--- src/rtl/node_bits_collect_pkg.sv ---
// node_bits_collect_pkg
// Shared definitions for the node bit collector and its G8 transform.
//   NODE_BIT_NUM        : bits per node decision (8)
//   func_type_bit_bus_t : one node hard-decision word
//   nbc_state_t         : collector states NBC_IDLE / NBC_COLLECT / NBC_DONE
package node_bits_collect_pkg;

    localparam int NODE_BIT_NUM = 8;

    typedef logic [NODE_BIT_NUM-1:0] func_type_bit_bus_t;

    typedef enum logic [1:0] {
        NBC_IDLE    = 2'd0,
        NBC_COLLECT = 2'd1,
        NBC_DONE    = 2'd2
    } nbc_state_t;

endpackage

--- src/rtl/node_bits_collect_xform8.sv ---
// polar_xform8
// Combinational 8-bit polar transform u = x * G8, G8 = F (x) F (x) F.
// G8 is its own inverse, so the same block serves the encoder and the
// partial-sum path.
// Ports:
//   x_in  [7:0] : codeword-domain word, x_in[7] is position 0
//   u_out [7:0] : information-domain word, same bit placement
module polar_xform8
    import node_bits_collect_pkg::*;
(
    input  logic [NODE_BIT_NUM-1:0] x_in,
    output logic [NODE_BIT_NUM-1:0] u_out
);

    // Three XOR butterfly stages on position order p0..p7. Arrays are indexed
    // by position, so bit 7 of the bus maps to p0. At each stage the element
    // with the lower position (upper in the butterfly drawing) absorbs its
    // partner at distance 4, then 2, then 1.
    logic [7:0] s0, s1, s2, s3;

    always_comb begin
        s0 = '0;
        for (int p = 0; p < 8; p++) begin
            s0[p] = x_in[7-p];
        end

        s1 = s0;
        for (int p = 0; p < 4; p++) begin
            s1[p] = s0[p] ^ s0[p+4];
        end

        s2 = s1;
        for (int p = 0; p < 8; p++) begin
            if ((p & 2) == 0) begin
                s2[p] = s1[p] ^ s1[p+2];
            end
        end

        s3 = s2;
        for (int p = 0; p < 8; p++) begin
            if ((p & 1) == 0) begin
                s3[p] = s2[p] ^ s2[p+1];
            end
        end

        u_out = '0;
        for (int p = 0; p < 8; p++) begin
            u_out[7-p] = s3[p];
        end
    end

endmodule

--- src/rtl/node_bits_collect.sv ---
// node_bits_collect
// Collects 8-bit node hard decisions into an N-bit codeword buffer (x_frame)
// and its information-domain image (u_frame), forwards each accepted word as
// a partial-sum word, and pulses frame_done when the last node lands.
// Optional feature: define NODE_PSUM_REG_OUT_EN to add an extra register
// stage on psum_out/psum_idx/psum_vld/frame_done (psum latency 2).
// Ports:
//   clk, rst_n           : clock, asynchronous active-low reset
//   frame_start          : pulse that begins or aborts/restarts a frame
//   bit_vld, bit_in[7:0] : node decision input (bit_in[7] is position 0)
//   bit_rdy              : block accepts a node (COLLECT state only)
//   psum_vld/out/idx     : registered copy of the accepted word and its slot
//   x_frame, u_frame     : assembled frame buffers, node k at [N-1-8k -: 8]
//   frame_done           : single-cycle frame completion pulse
//   ovf_err              : sticky, node offered while not ready
module node_bits_collect
    import node_bits_collect_pkg::*;
#(
    parameter int N        = 64,
    parameter int NODE_NUM = N / 8,
    localparam int IDX_W   = $clog2(NODE_NUM)
) (
    input  logic                    clk,
    input  logic                    rst_n,
    input  logic                    frame_start,
    input  logic                    bit_vld,
    input  logic [NODE_BIT_NUM-1:0] bit_in,
    output logic                    bit_rdy,
    output logic                    psum_vld,
    output logic [NODE_BIT_NUM-1:0] psum_out,
    output logic [IDX_W-1:0]        psum_idx,
    output logic [N-1:0]            x_frame,
    output logic [N-1:0]            u_frame,
    output logic                    frame_done,
    output logic                    ovf_err
);

    nbc_state_t         state;
    logic [IDX_W-1:0]   node_cnt;
    func_type_bit_bus_t u_word;

    logic                    psum_vld_s1;
    logic                    frame_done_s1;
    logic [NODE_BIT_NUM-1:0] psum_out_s1;
    logic [IDX_W-1:0]        psum_idx_s1;

    polar_xform8 u_xform (
        .x_in  (bit_in),
        .u_out (u_word)
    );

    // Collector FSM and frame buffers. bit_rdy is registered next to the
    // state so it never depends on bit_vld combinationally. frame_start has
    // priority over everything: it restarts the frame, clears the buffers
    // and the sticky error, and discards any node offered in that cycle.
    always_ff @(posedge clk or negedge rst_n) begin
        if (!rst_n) begin
            state         <= NBC_IDLE;
            bit_rdy       <= 1'b0;
            node_cnt      <= '0;
            x_frame       <= '0;
            u_frame       <= '0;
            ovf_err       <= 1'b0;
            psum_vld_s1   <= 1'b0;
            frame_done_s1 <= 1'b0;
            psum_out_s1   <= '0;
            psum_idx_s1   <= '0;
        end else begin
            psum_vld_s1   <= 1'b0;
            frame_done_s1 <= 1'b0;
            if (frame_start) begin
                state    <= NBC_COLLECT;
                bit_rdy  <= 1'b1;
                node_cnt <= '0;
                x_frame  <= '0;
                u_frame  <= '0;
                ovf_err  <= 1'b0;
            end else begin
                if (bit_vld && !bit_rdy) begin
                    ovf_err <= 1'b1;
                end
                case (state)
                    NBC_IDLE: begin
                        bit_rdy <= 1'b0;
                    end
                    NBC_COLLECT: begin
                        if (bit_vld) begin
                            for (int k = 0; k < NODE_NUM; k++) begin
                                if (node_cnt == IDX_W'(k)) begin
                                    x_frame[N-1-8*k -: 8] <= bit_in;
                                    u_frame[N-1-8*k -: 8] <= u_word;
                                end
                            end
                            psum_vld_s1 <= 1'b1;
                            psum_out_s1 <= bit_in;
                            psum_idx_s1 <= node_cnt;
                            if (node_cnt == IDX_W'(NODE_NUM - 1)) begin
                                node_cnt      <= '0;
                                state         <= NBC_DONE;
                                bit_rdy       <= 1'b0;
                                frame_done_s1 <= 1'b1;
                            end else begin
                                node_cnt <= node_cnt + 1'b1;
                            end
                        end
                    end
                    NBC_DONE: begin
                        state   <= NBC_IDLE;
                        bit_rdy <= 1'b0;
                    end
                    default: begin
                        state   <= NBC_IDLE;
                        bit_rdy <= 1'b0;
                    end
                endcase
            end
        end
    end

`ifdef NODE_PSUM_REG_OUT_EN
    // Extra output stage. A frame_start drops whatever is in flight so an
    // aborted frame never reports a late partial sum or completion.
    always_ff @(posedge clk or negedge rst_n) begin
        if (!rst_n) begin
            psum_vld   <= 1'b0;
            frame_done <= 1'b0;
            psum_out   <= '0;
            psum_idx   <= '0;
        end else begin
            psum_out <= psum_out_s1;
            psum_idx <= psum_idx_s1;
            if (frame_start) begin
                psum_vld   <= 1'b0;
                frame_done <= 1'b0;
            end else begin
                psum_vld   <= psum_vld_s1;
                frame_done <= frame_done_s1;
            end
        end
    end
`else
    assign psum_vld   = psum_vld_s1;
    assign frame_done = frame_done_s1;
    assign psum_out   = psum_out_s1;
    assign psum_idx   = psum_idx_s1;
`endif

endmodule

--- config.mk ---
export PLATFORM = sky130hd
export DESIGN_NAME = node_bits_collect
export DESIGN_NICKNAME = d
export VERILOG_FILES = /design/src/rtl/node_bits_collect_pkg.sv /design/src/rtl/node_bits_collect_xform8.sv /design/src/rtl/node_bits_collect.sv
export SDC_FILE = /design/constraint.sdc
export NUM_CORES = 1
export LEC_CHECK = 0
export BUFFER_PORTS_ARGS = -buffer_cell sky130_fd_sc_hd__clkbuf_2
export CELL_PAD_IN_SITES_DETAIL_PLACEMENT = 1
export CELL_PAD_IN_SITES_GLOBAL_PLACEMENT = 1
export CORE_AREA = 2 2 143 145
export CTS_BUF_LIST = sky130_fd_sc_hd__clkbuf_16
export DETAILED_ROUTE_END_ITERATION = 16
export DIE_AREA = 0 0 145 147
export GPL_ROUTABILITY_DRIVEN = 0
export MAX_ROUTING_LAYER = met4
export PLACE_DENSITY = 0.65
export SYNTH_ARGS = -nofsm -noshare
export SYNTH_HDL_FRONTEND = slang
export SYNTH_SLANG_ARGS = --single-unit
--- constraint.sdc ---
create_clock -name clk -period 2.8 [get_ports clk]
set_input_delay 0.14 -clock clk [delete_from_list [all_inputs] [get_ports clk]]
set_output_delay 0.14 -clock clk [all_outputs]
set_load 0.02 [all_outputs]
Yosys cells after proc, flatten, opt, wreduce, memory -nomap -nowiden

Cells that the tools add are included.

Register bits: 148
Input bits: 12
Output and inout bits: 143
Word-level logic and storage cells: 119

Add/sub/neg operators: 1
Equality and inequality tests: 11
Mux-type cells: 43
Bitwise operators: 13
Reduce and logical (&&, ||, !) cells: 27

Operators with widths:

| cell                                                | number |
|---|---|
| 2-to-1 mux 64 bit                                   | 6 |
| 2-to-1 mux 8 bit                                    | 16 |
| AND reduction 3 bit                                 | 10 |
| nonzero test 2 bit                                  | 11 |
| 2-to-1 mux 1 bit                                    | 13 |
| equality test 3 bit, second input constant          | 4 |
| 2-to-1 mux 3 bit                                    | 4 |
| bitwise XOR 1 bit                                   | 12 |
| equality test 3 x 2 -> 1 bit, second input constant | 2 |
| 2-to-1 mux 2 bit                                    | 3 |
| != test 3 bit, second input constant                | 2 |
| one-hot mux 2 bit (2 select lines)                  | 1 |
| AND reduction 2 bit                                 | 2 |
| adder 3 x 1 -> 3 bit, second input constant         | 1 |
| equality test 3 x 1 -> 1 bit, second input constant | 1 |
| zero test 3 bit                                     | 1 |
| equality test 2 x 1 -> 1 bit, second input constant | 1 |
| zero test 2 bit                                     | 1 |
| != test 2 bit, second input constant                | 1 |
| logical AND 1 bit                                   | 1 |
| zero test 1 bit                                     | 1 |
| NOT 1 bit                                           | 1 |

Longest topological paths before layout

Gate-level depths: netlist of the first run.

Depth after elaboration: 7
Depth in mapped cells: 7
Depth with buffers taken out: 6

Modules after synthesis

From an unflattened synthesis of the first run, not the netlist that was laid out.

Cell total of the unflattened synthesis: 557
Area total of the unflattened synthesis: 6507.5 um^2

Modules (own cells, without submodules):

| module            | times used | cells an instance | area each (um^2) | sequential area each (um^2) |
|---|---|---|---|---|
| node_bits_collect | 1          | 544               | 6387.4           | 3703.6 |
| polar_xform8      | 1          | 13                | 120.1            | 0.0 |

Worst setup path after synthesis of the first run

Ideal clock, no wire load.

Path kind: reg-to-reg
From: register node_cnt[0]
To: register u_frame[1]
Library setup time: 125 ps
Arrival: 1757 ps
Required time: 2675 ps
Path slack: 918 ps
Stages on the path, launching flop included: 6
Buffers on the path: 0
Clock period less this slack: 1882 ps
Path through: dfrtp_1 > ha_1 > ha_1 > and4b_1 > nor2_1 > mux2_2

Cells in the longest elaborated chain, start to end: 3

Ends and longest elaborated chain:

| element                              | line                     | source |
|---|---|---|
| from (decl)                          | node_bits_collect.sv:39  | `logic [IDX_W-1:0] node_cnt;` |
| from (signal assigned)               | node_bits_collect.sv:103 | `node_cnt <= node_cnt + 1'b1;` |
| equality test 3 bit                  | node_bits_collect.sv:89  | `if (node_cnt == IDX_W'(k)) begin` |
| nonzero test 2 bit (no source line)  | --                       |  |
| AND reduction 3 bit (no source line) | --                       |  |
| to (signal, indexed assignment)      | node_bits_collect.sv:91  | `u_frame[N-1-8*k -: 8] <= u_word;` |
| to (decl)                            | node_bits_collect.sv:33  | `output logic [N-1:0] u_frame,` |

No other way between the ends.
A chain may end at the register's enable or synchronous reset.

Worst setup path after layout of the first run

Same ends and word-level chain as after synthesis.

==> results of run 1 <==
-- cells by family after synthesis --
group | after synthesis | synth area share
AOI/OAI and AO/OA | 112 | 0.104
xor gates and xnor gates | 12 | 0.0270
muxes | 25 | 0.0477
and+or+nand+nor | 213 | 0.164
DFF | 140 | 0.599
buffers and inverters | 55 | 0.0451
adders and majority gates | 6 | 0.0128
-- registers in the layout (all words and copies together), names as in the netlist, 2 cells and up --
register	flops
node_cnt	3
psum_out	8
x_frame	64
state	2
psum_idx	3
u_frame	56
-- power groups by stage --
stage / registers [mW] / logic [mW] / clock network, mW
after CTS: 2.19 / 0.664 / 2.41
after global routing: 2.20 / 0.705 / 2.50
after global placement: 2.22 / 0.645 / 0
final: 2.19 / 0.650 / 2.34
after detailed placement: 2.23 / 0.660 / 0
after floorplan: 2.33 / 0.265 / 0
-- area by class of cell --
class | instances | area (um^2) | share of cell area
clock inverters | 14 | 179 | 0.0241
inverters | 6 | 22.5 | 0.00303
flip-flops and latches | 140 | 3500 | 0.472
clock buffers | 17 | 425 | 0.0573
repair buffers | 165 | 877 | 0.118
well taps | 270 | 338 | 0.0455
multi-input cells | 368 | 2080 | 0.280
-- layout by cell type, fill, tap and decap left out, types with 2 or more instances in the layout --
cell type     n
buf_4        10
inv_1         7
dfrtp_1     140
clkbuf_16    17
and4_1        4
mux2_2       23
nand3b_1     22
clkbuf_2    152
bufinv_16     4
nand2b_1      4
clkinvlp_4    3
xor2_1        2
nor2b_1       2
ha_1          6
nand2_1     139
nand3_1       2
nor2_1       28
and3_1        2
and2_1        2
a211oi_1     17
mux2i_1       2
clkinv_2      4
a21oi_1      67
o21ai_0      26
xnor2_1       6
nand4_1       4
and4b_1       2
-- path summary, 6_finish.rpt --
| kind | startpoint | to | slack [ns] | cells after the start |
|---|---|---|---|---|
| min reg2reg | u_frame[35] | u_frame[35] | 0.50 | 2 |
| min in group asynchronous | rst_n | u_frame[18] | 0.18 | 2 |
| max reg2reg | node_cnt[0] | u_frame[1] | 0.62 | 6 |
| max | node_cnt[0] | u_frame[1] | 0.62 | 6 |
| min | bit_in[5] | x_frame[21] | 0.16 | 3 |
| max in group asynchronous | rst_n | x_frame[34] | 1.77 | 3 |
-- what timing repair did --
| item | CTS | global route |
|---|---|---|
| hold buffers | 1 | 0 |
| resized for setup | 0 | 0 |
| hold endpoints to repair | 37 | 0 |
-- cell usage after synthesis, drive strengths merged, types with 6 or more instances --
cell / number
nor2: 28
inv: 6
o21ai: 26
buf: 24
nand2: 139
xnor2: 8
clkbuf: 25
a211oi: 17
a21oi: 67
dfrtp: 140
mux2: 23
nand3b: 22
ha: 6
-- per-stage QoR --
step / total power [mW] / cells / utilization
CTS: 5.27 / 980 / 0.374
global placement: 2.87 / 948 / 0.343
detailed placement: 2.89 / 948 / 0.343
global route: 5.41 / 980 / 0.374
finish: 5.18 / 980 / 0.374
floorplan: 2.60 / 563 / -
-- metal layers --
| layer | vias to the layer above | wire length, um |
|---|---|---|
| li1 | 2139 | - |
| met1 | 2329 | 8490 |
| met2 | 134 | 9360 |
| met3 | 26 | 1160 |
| met4 | 0 | 273 |
| met5 | - | 0 |
-- critical path, delay by kind of cell (launching register included) --
| kind | cells | cell delay [ns] |
|---|---|---|
| and+or+nand+nor | 2 | 0.66 |
| muxes | 1 | 0.28 |
| DFF | 1 | 0.43 |
| buffers and inverters | 1 | 0.20 |
| adders and majority gates | 2 | 0.48 |
==> key figures, run 1 <==
Critical path
  • Crit-path slowest cell: and4b_1
  • CP Launch Type: flip-flop
  • Critical Path RT: 3.11 ns
  • Crit Path Class: flip-flop to flip-flop
  • Critical Path AT: 2.49 ns
  • Worst Path Max Fanout: 13
  • Most used cell, CP: ha_1
  • Crit-path max cell delay: 0.56 ns
  • Worst-path cell chain: ha_1, ha_1, and4b_1, nor2_1, buf_4, mux2_2
  • Setup crit end kind: flip-flop

Power and ir drop
  • Comb pwr share: 0.125
  • Internal power: 3.79 mW
  • Seq pwr share: 0.423
  • Clk pwr share: 0.452
  • Switching pwr: 1.39 mW
  • Worst vdd ir: 0.000424 V
  • Pwr dens: 698 nW/um^2
  • Pleak: 3.52 nW
  • Sw Share: 0.269

Placed design
  • Dpl ws: 0.623 ns
  • Placed wire-length estimate: 13,200 um
  • Dpl cell area: 6810 um^2
  • I/O Buffers: 154

Clock network
  • H-tree level count: 4
  • Post-CTS setup buffers: 0
  • CTS root buf: clkbuf_16
  • CTS tree: built
  • Clk_lat worst skew: 0.43 ns
  • Clk buf depth: 2
  • Sink Count: 140
  • Clock transition at path regs: 0.06 ns
  • Total CTS buffers: 17

Synth
  • Synth Register Bits: 140
  • Post-synth cell types: 34
  • Yosys top cell area share: 0.599
  • Synth top area cells: dfrtp_1 60%, nand2_1 8.9%, a21oi_1 5.7%
  • Asr flop ratio synth: 1.00
  • Cell area after synthesis: 5850 um^2
  • EDFF count, synth: 0
  • Seq/Total Area, Yosys: 0.599
  • Avg Synthesized Cell Area: 10.4 um^2
  • Largest area contributor in the netlist: dfrtp_1
  • Synthesis Warnings: 0
  • Synthesized net count: 581
  • Cells after Synth: 563
  • Most used DFF post-synth: dfrtp_1

Final layout
  • Ratio of cells with drive above 1 in the final layout: 0.311
  • Nets@finish: 716
  • Syn-to-layout area delta: 27.0%
  • Number of fillers in the final layout: 2,253
  • Final Instance Area: 7430 um^2
  • Ant. Diodes: 0

Timing
  • Worst slew pin tran: 0.889 ns
  • Worst hold slack: 0.160 ns
  • Total negative slack: 0 ns
  • Tmin final: 2.18 ns
  • Final worst setup slack: 0.621 ns
  • Final clock skew: 0.0116 ns
  • Slew Viols, Final: 0
  • RSZ-0062 raised after global routing: no
  • Slew HR: 0.407
  • Max Clk Rate: 459 MHz
  • Fin crit share: 0.778
  • Final-report hold violation count: 0
  • Final Setup Violations: 0

Detailed routing
  • Via density: 4.72
  • Routed wire length: 19,300 um
  • Starting DRT DRC Count: 222
  • DR vias: 4,628
  • DRC violations left: 0
  • Drt first pass iters: 4
  • Mean routed wirelength per cell: 19.7 um
  • Routed Antenna Nets: 0

Die
  • Core Area: 19,800 um^2
  • Starting Density: 0.295
  • Io pins: 155
  • Total die area: 21,300 um^2
  • Die Wd: 145 um
  • Die height: 147 um
  • FP Rows: 52

Global route
  • GRT met3 Usage: 0.0571
  • Vias in the first global route: 5,018
  • Routing usage on met2: 0.310
  • Met1 GRT Util: 0.239
  • Initial antenna violation count: 0
  • Gr busiest metal: met2
  • Total grt overflow: 0
  • GRT Overall Usage: 0.194
  • Largest net degree at the start of global routing: 88
  • First-pass GRT wire length: 30,300 um

Min path
  • Hold crit path type: primary input to flip-flop

Outcome
  • Status: completed

Run
  • Max Cap Viol: 0
(Power assumes the default switching activity.)
==> run 2: changes to the inputs <==
==> constraint.sdc (replaced) <==
create_clock -name clk -period 2.3 [get_ports clk]
set_input_delay 0.115 -clock clk [delete_from_list [all_inputs] [get_ports clk]]
set_output_delay 0.115 -clock clk [all_outputs]
set_load 0.02 [all_outputs]
==> key figures, run 2 (same netlist as run 1, synthesis figures left out) <==
Outcome
  • Status: completed (unchanged)

Critical path
  • Worst-path cell chain: inv_1, ha_1, nand4_1, nand3b_1, o21ai_0 (was ha_1, ha_1, and4b_1, nor2_1, buf_4, mux2_2)
  • Crit Path Class: flip-flop to flip-flop (unchanged)
  • Crit-path max cell delay: 0.54 ns (was 0.56 ns)
  • CP Launch Type: flip-flop (unchanged)
  • Crit-path slowest cell: nand4_1 (was and4b_1)
  • Critical Path AT: 2.14 ns (was 2.49 ns)
  • Worst Path Max Fanout: 14 (was 13)
  • Setup crit end kind: flip-flop (unchanged)
  • Critical Path RT: 2.58 ns (was 3.11 ns)

Clock network
  • CTS tree: built (unchanged)
  • Clk_lat worst skew: 0.42 ns (was 0.43 ns)
  • Sink Count: 140 (unchanged)
  • Post-CTS resize count: 0 (unchanged)
  • CTS root buf: clkbuf_16 (unchanged)
  • Post-CTS setup buffers: 0 (unchanged)
  • Clock transition at path regs: 0.06 ns (about the same)
  • H-tree level count: 4 (unchanged)
  • Total CTS buffers: 17 (unchanged)
  • Clk buf depth: 2 (unchanged)
  • # hold bufs at CTS: 1 (unchanged)

Die
  • Die height: 147 um (unchanged)
  • Die Wd: 145 um (unchanged)
  • Io pins: 155 (unchanged)
  • Total die area: 21,300 um^2 (unchanged)
  • Starting Density: 0.295 (unchanged)
  • Core Area: 19,800 um^2 (unchanged)
  • FP Rows: 52 (unchanged)

Detailed routing
  • Mean routed wirelength per cell: 19.5 um (was 19.7 um)
  • Routed Antenna Nets: 0 (unchanged)
  • Drt first pass iters: 4 (unchanged)
  • DR vias: 4,716 (was 4,628)
  • Routed wire length: 19,400 um (was 19,300 um)
  • DRC violations left: 0 (unchanged)
  • Via density: 4.74 (was 4.72)
  • Starting DRT DRC Count: 207 (was 222)

Global route
  • Largest net degree at the start of global routing: 66 (was 88)
  • Initial antenna violation count: 0 (unchanged)
  • First-pass GRT wire length: 30,500 um (was 30,300 um)
  • GRT Overall Usage: 0.193 (was 0.194)
  • Total grt overflow: 0 (unchanged)
  • Vias in the first global route: 5,105 (was 5,018)

Final layout
  • Ant. Diodes: 0 (unchanged)
  • Syn-to-layout area delta: 28.7% (was 27.0%)
  • Most frequent cells in the layout: 152 x clkbuf_2, 140 x dfrtp_1, 139 x nand2_1 (unchanged)
  • Final Instance Area: 7530 um^2 (was 7430 um^2)
  • Biggest regs: x_frame x64, u_frame x56, psum_out x8 (unchanged)
  • Fin cells: 994 (was 980)
  • Ratio of cells with drive above 1 in the final layout: 0.322 (was 0.311)
  • Most common cell after layout, fill and taps aside: clkbuf_2 (unchanged)
  • Top reg by flops: x_frame (unchanged)
  • Max reg flops: 64 (unchanged)
  • Nets@finish: 729 (was 716)

Timing
  • Fin crit share: 0.810 (was 0.778)
  • Tmin final: 1.86 ns (was 2.18 ns)
  • Worst slew pin tran: 0.678 ns (was 0.889 ns)
  • Final clock skew: 0.00958 ns (was 0.0116 ns)
  • Slew Viols, Final: 0 (unchanged)
  • RSZ-0062 raised after global routing: no (unchanged)
  • Slew HR: 0.547 (was 0.407)
  • Final-report hold violation count: 0 (unchanged)
  • Total negative slack: 0 ns (unchanged)
  • Final Setup Violations: 0 (unchanged)
  • Max Clk Rate: 537 MHz (was 459 MHz)

Placed design
  • I/O Buffers: 154 (unchanged)
  • Placed cell count: 961 (was 948)
  • Dpl cell area: 6910 um^2 (was 6810 um^2)
  • Placed wire-length estimate: 13,900 um (was 13,200 um)

Power and ir drop
  • Pwr dens: 840 nW/um^2 (was 698 nW/um^2)
  • Total power: 6.32 mW (was 5.18 mW)
  • Worst vdd ir: 0.000506 V (was 0.000424 V)
  • Pleak: 3.60 nW (was 3.52 nW)

Run
  • Max Cap Viol: 0 (unchanged)

Min path
  • Hold crit path type: primary input to flip-flop (unchanged)
[run 2: cell types whose count changed in the layout (fill, tap and decap cells not counted), sizes merged]
cell,delta
buf,+13
clkinvlp,-1
inv,+2
[run 2: critical path, delay by kind of cell (launching register included)]
| family | cells | cell delay (ns) |
|---|---|---|
| adder cells (fa/ha/maj) | 1 | 0.21 |
| AO/OA/AOI/OAI | 1 | 0.11 |
| flip-flops | 1 | 0.44 |
| buffers and inverters | 1 | 0.11 |
| AND/OR/NAND/NOR | 2 | 0.85 |
[run 2: routing by layer]
layer,GRT usage,wire length (um),vias to the layer above
met3,0.0534,922,18
li1,-,-,2161
met5,-,0,-
met1,0.253,9150,2419
met2,0.302,9120,118
met4,0.0426,207,0
[run 2: stage by stage]
step           hold slack (ns)   util  worst slack, ns
4_1_cts                 0.0110  0.379            0.428
6_report                0.0224  0.379            0.437
5_1_grt                 0.0309  0.379            0.254
3_5_place_dp             0.158  0.348            0.445
2_1_floorplan           -0.181      -            0.418
3_3_place_gp             0.147  0.348            0.491
[run 2: worst paths after layout]
path / from / endpoint / slack [ns] / cells after the start
setup / recovery: node_cnt[0] / u_frame[44] / 0.44 / 5
hold / removal: bit_in[1] / x_frame[41] / 0.02 / 3
setup reg to reg: node_cnt[0] / u_frame[44] / 0.44 / 5
hold reg to reg: u_frame[5] / u_frame[5] / 0.49 / 2
max in group asynchronous: rst_n / x_frame[36] / 1.29 / 3
min in group asynchronous: rst_n / x_frame[47] / 0.30 / 2
[run 2: area by class of cell]
cell class | instances | area (um^2)
Clock buffer | 17 | 425
Clock inverter | 15 | 183
Fill cell | 2301 | 12300
Inverter | 6 | 22.5
Multi-Input combinational cell | 368 | 2080
Sequential cell | 140 | 3500
Tap cell | 270 | 338
Timing Repair Buffer | 178 | 975
[run 2: where the power goes]
group | internal [mW] | switching, mW
clock | 1.79 | 1.05
combinational | 0.249 | 0.558
sequential | 2.59 | 0.0822
==> run 3: changes to the inputs <==
--- a/config.mk
+++ b/config.mk
@@ -5,16 +5,17 @@
 export SDC_FILE = /design/constraint.sdc
 export NUM_CORES = 1
 export LEC_CHECK = 0
+export ABC_AREA = 1
 export BUFFER_PORTS_ARGS = -buffer_cell sky130_fd_sc_hd__clkbuf_2
 export CELL_PAD_IN_SITES_DETAIL_PLACEMENT = 1
 export CELL_PAD_IN_SITES_GLOBAL_PLACEMENT = 1
-export CORE_AREA = 2 2 143 145
+export CORE_AREA = 2 2 142 144
 export CTS_BUF_LIST = sky130_fd_sc_hd__clkbuf_16
 export DETAILED_ROUTE_END_ITERATION = 16
-export DIE_AREA = 0 0 145 147
+export DIE_AREA = 0 0 144 146
 export GPL_ROUTABILITY_DRIVEN = 0
 export MAX_ROUTING_LAYER = met4
-export PLACE_DENSITY = 0.65
+export PLACE_DENSITY = 0.68
 export SYNTH_ARGS = -nofsm -noshare
 export SYNTH_HDL_FRONTEND = slang
 export SYNTH_SLANG_ARGS = --single-unit
==> constraint.sdc (replaced) <==
create_clock -name clk -period 1.7 [get_ports clk]
set_input_delay 0.085 -clock clk [delete_from_list [all_inputs] [get_ports clk]]
set_output_delay 0.085 -clock clk [all_outputs]
set_load 0.02 [all_outputs]
==> key figures, run 3 <==
Critical path
  • Worst setup startpoint: node_cnt[1] (was node_cnt[0])
  • Worst Path Max Fanout: 19 (was 14)
  • Crit path buf inv count: 2 (was 1)
  • Cell family with most CP delay: simple AND/OR/NAND/NOR gates (unchanged)
  • Critical Path RT: 1.99 ns (was 2.58 ns)
  • CP Launch Type: flip-flop (unchanged)
  • R2R cell count: 8 (was 5)
  • Reg2Reg Setup Slack: 0.14 ns (was 0.44 ns)
  • Critical Path AT: 1.86 ns (was 2.14 ns)
  • Setup crit end kind: flip-flop (unchanged)
  • Worst-path cell chain: inv_1, ha_1, nand2_1, nor2_4, nor2_4, buf_12, nand2_1, o21ai_0 (was inv_1, ha_1, nand4_1, nand3b_1, o21ai_0)
  • Reg2reg end: u_frame[20] (was u_frame[44])
  • Crit-path slowest cell: dfrtp_1 (was nand4_1)
  • Worst R2R Start: node_cnt[1] (was node_cnt[0])
  • Crit Path Class: flip-flop to flip-flop (unchanged)
  • Crit-path max cell delay: 0.40 ns (was 0.54 ns)

Die
  • Die Wd: 144 um (was 145 um)
  • Die height: 146 um (was 147 um)
  • Core Area: 19,300 um^2 (was 19,800 um^2)
  • Total die area: 21,000 um^2 (was 21,300 um^2)
  • FP Rows: 51 (was 52)
  • Io pins: 155 (unchanged)
  • Starting Density: 0.298 (was 0.295)

Synth
  • Synthesis Warnings: 0 (unchanged)
  • Cell area after synthesis: 5750 um^2 (was 5850 um^2)
  • Largest area contributor in the netlist: dfrtp_1 (unchanged)
  • Avg Synthesized Cell Area: 9.85 um^2 (was 10.4 um^2)
  • Synthesized net count: 602 (was 581)
  • Seq/Total Area, Yosys: 0.609 (was 0.599)
  • Most frequent cells after synthesis: 208 x nand2_1, 140 x dfrtp_1, 81 x o21ai_0 (was 140 x dfrtp_1, 139 x nand2_1, 67 x a21oi_1)
  • Synth top area cells: dfrtp_1 61%, nand2_1 14%, o21ai_0 7.0% (was dfrtp_1 60%, nand2_1 8.9%, a21oi_1 5.7%)
  • Post-synth cell types: 26 (was 34)
  • Yosys top cell area share: 0.609 (was 0.599)
  • Most used DFF post-synth: dfrtp_1 (unchanged)
  • Count leader, synth: nand2_1 (was dfrtp_1)
  • Synth Register Bits: 140 (unchanged)
  • EDFF count, synth: 0 (unchanged)
  • Asr flop ratio synth: 1.00 (unchanged)
  • Cells after Synth: 584 (was 563)

Global route
  • Initial antenna violation count: 0 (unchanged)
  • GRT Overall Usage: 0.184 (was 0.193)
  • Gr busiest metal: met2 (unchanged)
  • Total grt overflow: 0 (unchanged)
  • First-pass GRT wire length: 27,900 um (was 30,500 um)
  • Met1 GRT Util: 0.239 (was 0.253)
  • Largest net degree at the start of global routing: 43 (was 66)
  • GRT met3 Usage: 0.0401 (was 0.0534)
  • Vias in the first global route: 4,745 (was 5,105)
  • Routing usage on met2: 0.283 (was 0.302)

Power and ir drop
  • Clk pwr share: 0.423 (was 0.450)
  • Seq pwr share: 0.417 (was 0.422)
  • Pwr dens: 1210 nW/um^2 (was 840 nW/um^2)
  • Worst vdd ir: 0.000667 V (was 0.000506 V)
  • Pleak: 3.87 nW (was 3.60 nW)
  • Internal power: 6.48 mW (was 4.63 mW)
  • Comb pwr share: 0.160 (was 0.128)
  • Switching pwr: 2.62 mW (was 1.69 mW)
  • Total power: 9.10 mW (was 6.32 mW)
  • Sw Share: 0.288 (was 0.268)

Final layout
  • Nets@finish: 775 (was 729)
  • Max reg flops: 64 (unchanged)
  • Number of fillers in the final layout: 2,249 (was 2,301)
  • Biggest regs: x_frame x64, u_frame x56, psum_out x8 (unchanged)
  • Ratio of cells with drive above 1 in the final layout: 0.333 (was 0.322)
  • Ant. Diodes: 0 (unchanged)
  • Syn-to-layout area delta: 31.0% (was 28.7%)
  • Most frequent cells in the layout: 207 x nand2_1, 153 x clkbuf_2, 140 x dfrtp_1 (was 152 x clkbuf_2, 140 x dfrtp_1, 139 x nand2_1)
  • Most common cell after layout, fill and taps aside: nand2_1 (was clkbuf_2)
  • Top reg by flops: x_frame (unchanged)

Detailed routing
  • Routed wire length: 18,300 um (was 19,400 um)
  • DRC violations left: 0 (unchanged)
  • Drt first pass iters: 4 (unchanged)
  • Via density: 4.49 (was 4.74)
  • Routed Antenna Nets: 0 (unchanged)
  • DR vias: 4,639 (was 4,716)
  • Mean routed wirelength per cell: 17.7 um (was 19.5 um)
  • Starting DRT DRC Count: 209 (was 207)

Timing
  • Fin crit share: 0.920 (was 0.810)
  • Worst slew pin tran: 0.437 ns (was 0.678 ns)
  • Final-report hold violation count: 0 (unchanged)
  • RSZ-0062 raised after global routing: yes (was no)
  • Max Clk Rate: 639 MHz (was 537 MHz)
  • Final clock skew: 0.0154 ns (was 0.00958 ns)
  • Final Setup Violations: 0 (unchanged)
  • Slew HR: 0.708 (was 0.547)
  • Total negative slack: 0 ns (unchanged)
  • Slew Viols, Final: 0 (unchanged)
  • Tmin final: 1.56 ns (was 1.86 ns)

Clock network
  • Sink Count: 140 (unchanged)
  • Clk buf depth: 2 (unchanged)
  • Total CTS buffers: 17 (unchanged)
  • Clk_lat worst skew: 0.43 ns (was 0.42 ns)
  • H-tree level count: 4 (unchanged)
  • CTS tree: built (unchanged)
  • Clock transition at path regs: 0.06 ns (about the same)
  • CTS root buf: clkbuf_16 (unchanged)

Placed design
  • Placed wire-length estimate: 13,000 um (was 13,900 um)
  • I/O Buffers: 154 (unchanged)

Min path
  • Worst hold stages: 3 (unchanged)
  • End of the worst hold path: psum_out[6] (was x_frame[41])
  • Hold Startpoint: bit_in[6] (was bit_in[1])
  • Hold crit path type: primary input to flip-flop (unchanged)

Outcome
  • Status: completed (unchanged)

Run
  • Max Cap Viol: 0 (unchanged)
==> run 3: per-stage QoR <==
step	setup WS (ns)	cell area [um^2]	util	hold slack [ns]	std cells
floorplan	0.239	5750	-	-0.211	584
global placement	0.0895	6880	0.356	0.0329	1001
detailed placement	-0.00802	6880	0.356	0.0330	1001
CTS	0.0506	7500	0.388	0.0213	1033
global route	-0.00476	7540	0.390	0.0378	1034
finish	0.136	7540	0.390	0.0341	1034
==> run 3: worst reg2reg max path: stages, from the launching register on <==
cell and delay, ns:
dfrtp_1 0.40, inv_1 0.14, ha_1 0.19, nand2_1 0.15, nor2_4 0.18, nor2_4 0.08
buf_12 0.16, nand2_1 0.06, o21ai_0 0.08
==> run 3: timing repair <==
item / 4_1_cts / 5_1_grt
resized for setup: 2 / 13
buffers inserted: 0 / 0
hold buffers: 1 / 0
pin swaps: 0 / 1
gates cloned: 0 / 1
setup endpoints to repair: 2 / 75
hold endpoints to repair: 101 / 0
==> run 3: area by class of cell <==
cell class / count / area [um^2] / area share
Tap cell: 265 / 332 / 0.0440
Multi-Input combinational cell: 384 / 1880 / 0.250
Inverter: 33 / 155 / 0.0206
Timing Repair Buffer: 181 / 1060 / 0.140
Clock inverter: 14 / 183 / 0.0242
Clock buffer: 17 / 425 / 0.0564
Sequential cell: 140 / 3500 / 0.465
==> run 3: cells by family after synthesis <==
logic type                 share of synthesized area
AOI/OAI and AO/OA                              0.126
adders and majority gates                     0.0130
buffers and inverters                         0.0691
DFF                                            0.609
and+or+nand+nor                                0.183
==> run 3: worst max path at each step <==
stage | to | slack, ns | cells after the start
after floorplan | u_frame[1] | 0.24 | 7
after global placement | u_frame[61] | 0.09 | 8
after detailed placement | u_frame[59] | -0.008 | 8
after CTS | x_frame[51] | 0.05 | 9
after global routing | x_frame[53] | -0.005 | 9
final | u_frame[20] | 0.14 | 8
==> run 3: metal layers <==
metal	vias to the layer above	wire, um	part of all wire
met4	0	340	0.019
met3	26	903	0.049
met5	-	0	0
met2	112	8690	0.48
met1	2266	8340	0.46
li1	2235	-	-
==> run 3: power by group through the flow <==
stage                     Sequential, mW  Combinational (mW)  Clock [mW]
after CTS                           3.80                1.47        3.91
after floorplan                     4.16               0.506           0
after global routing                3.83                1.60        4.05
after detailed placement            3.85                1.47           0
final                               3.79                1.46        3.85
after global placement              3.85                1.43           0
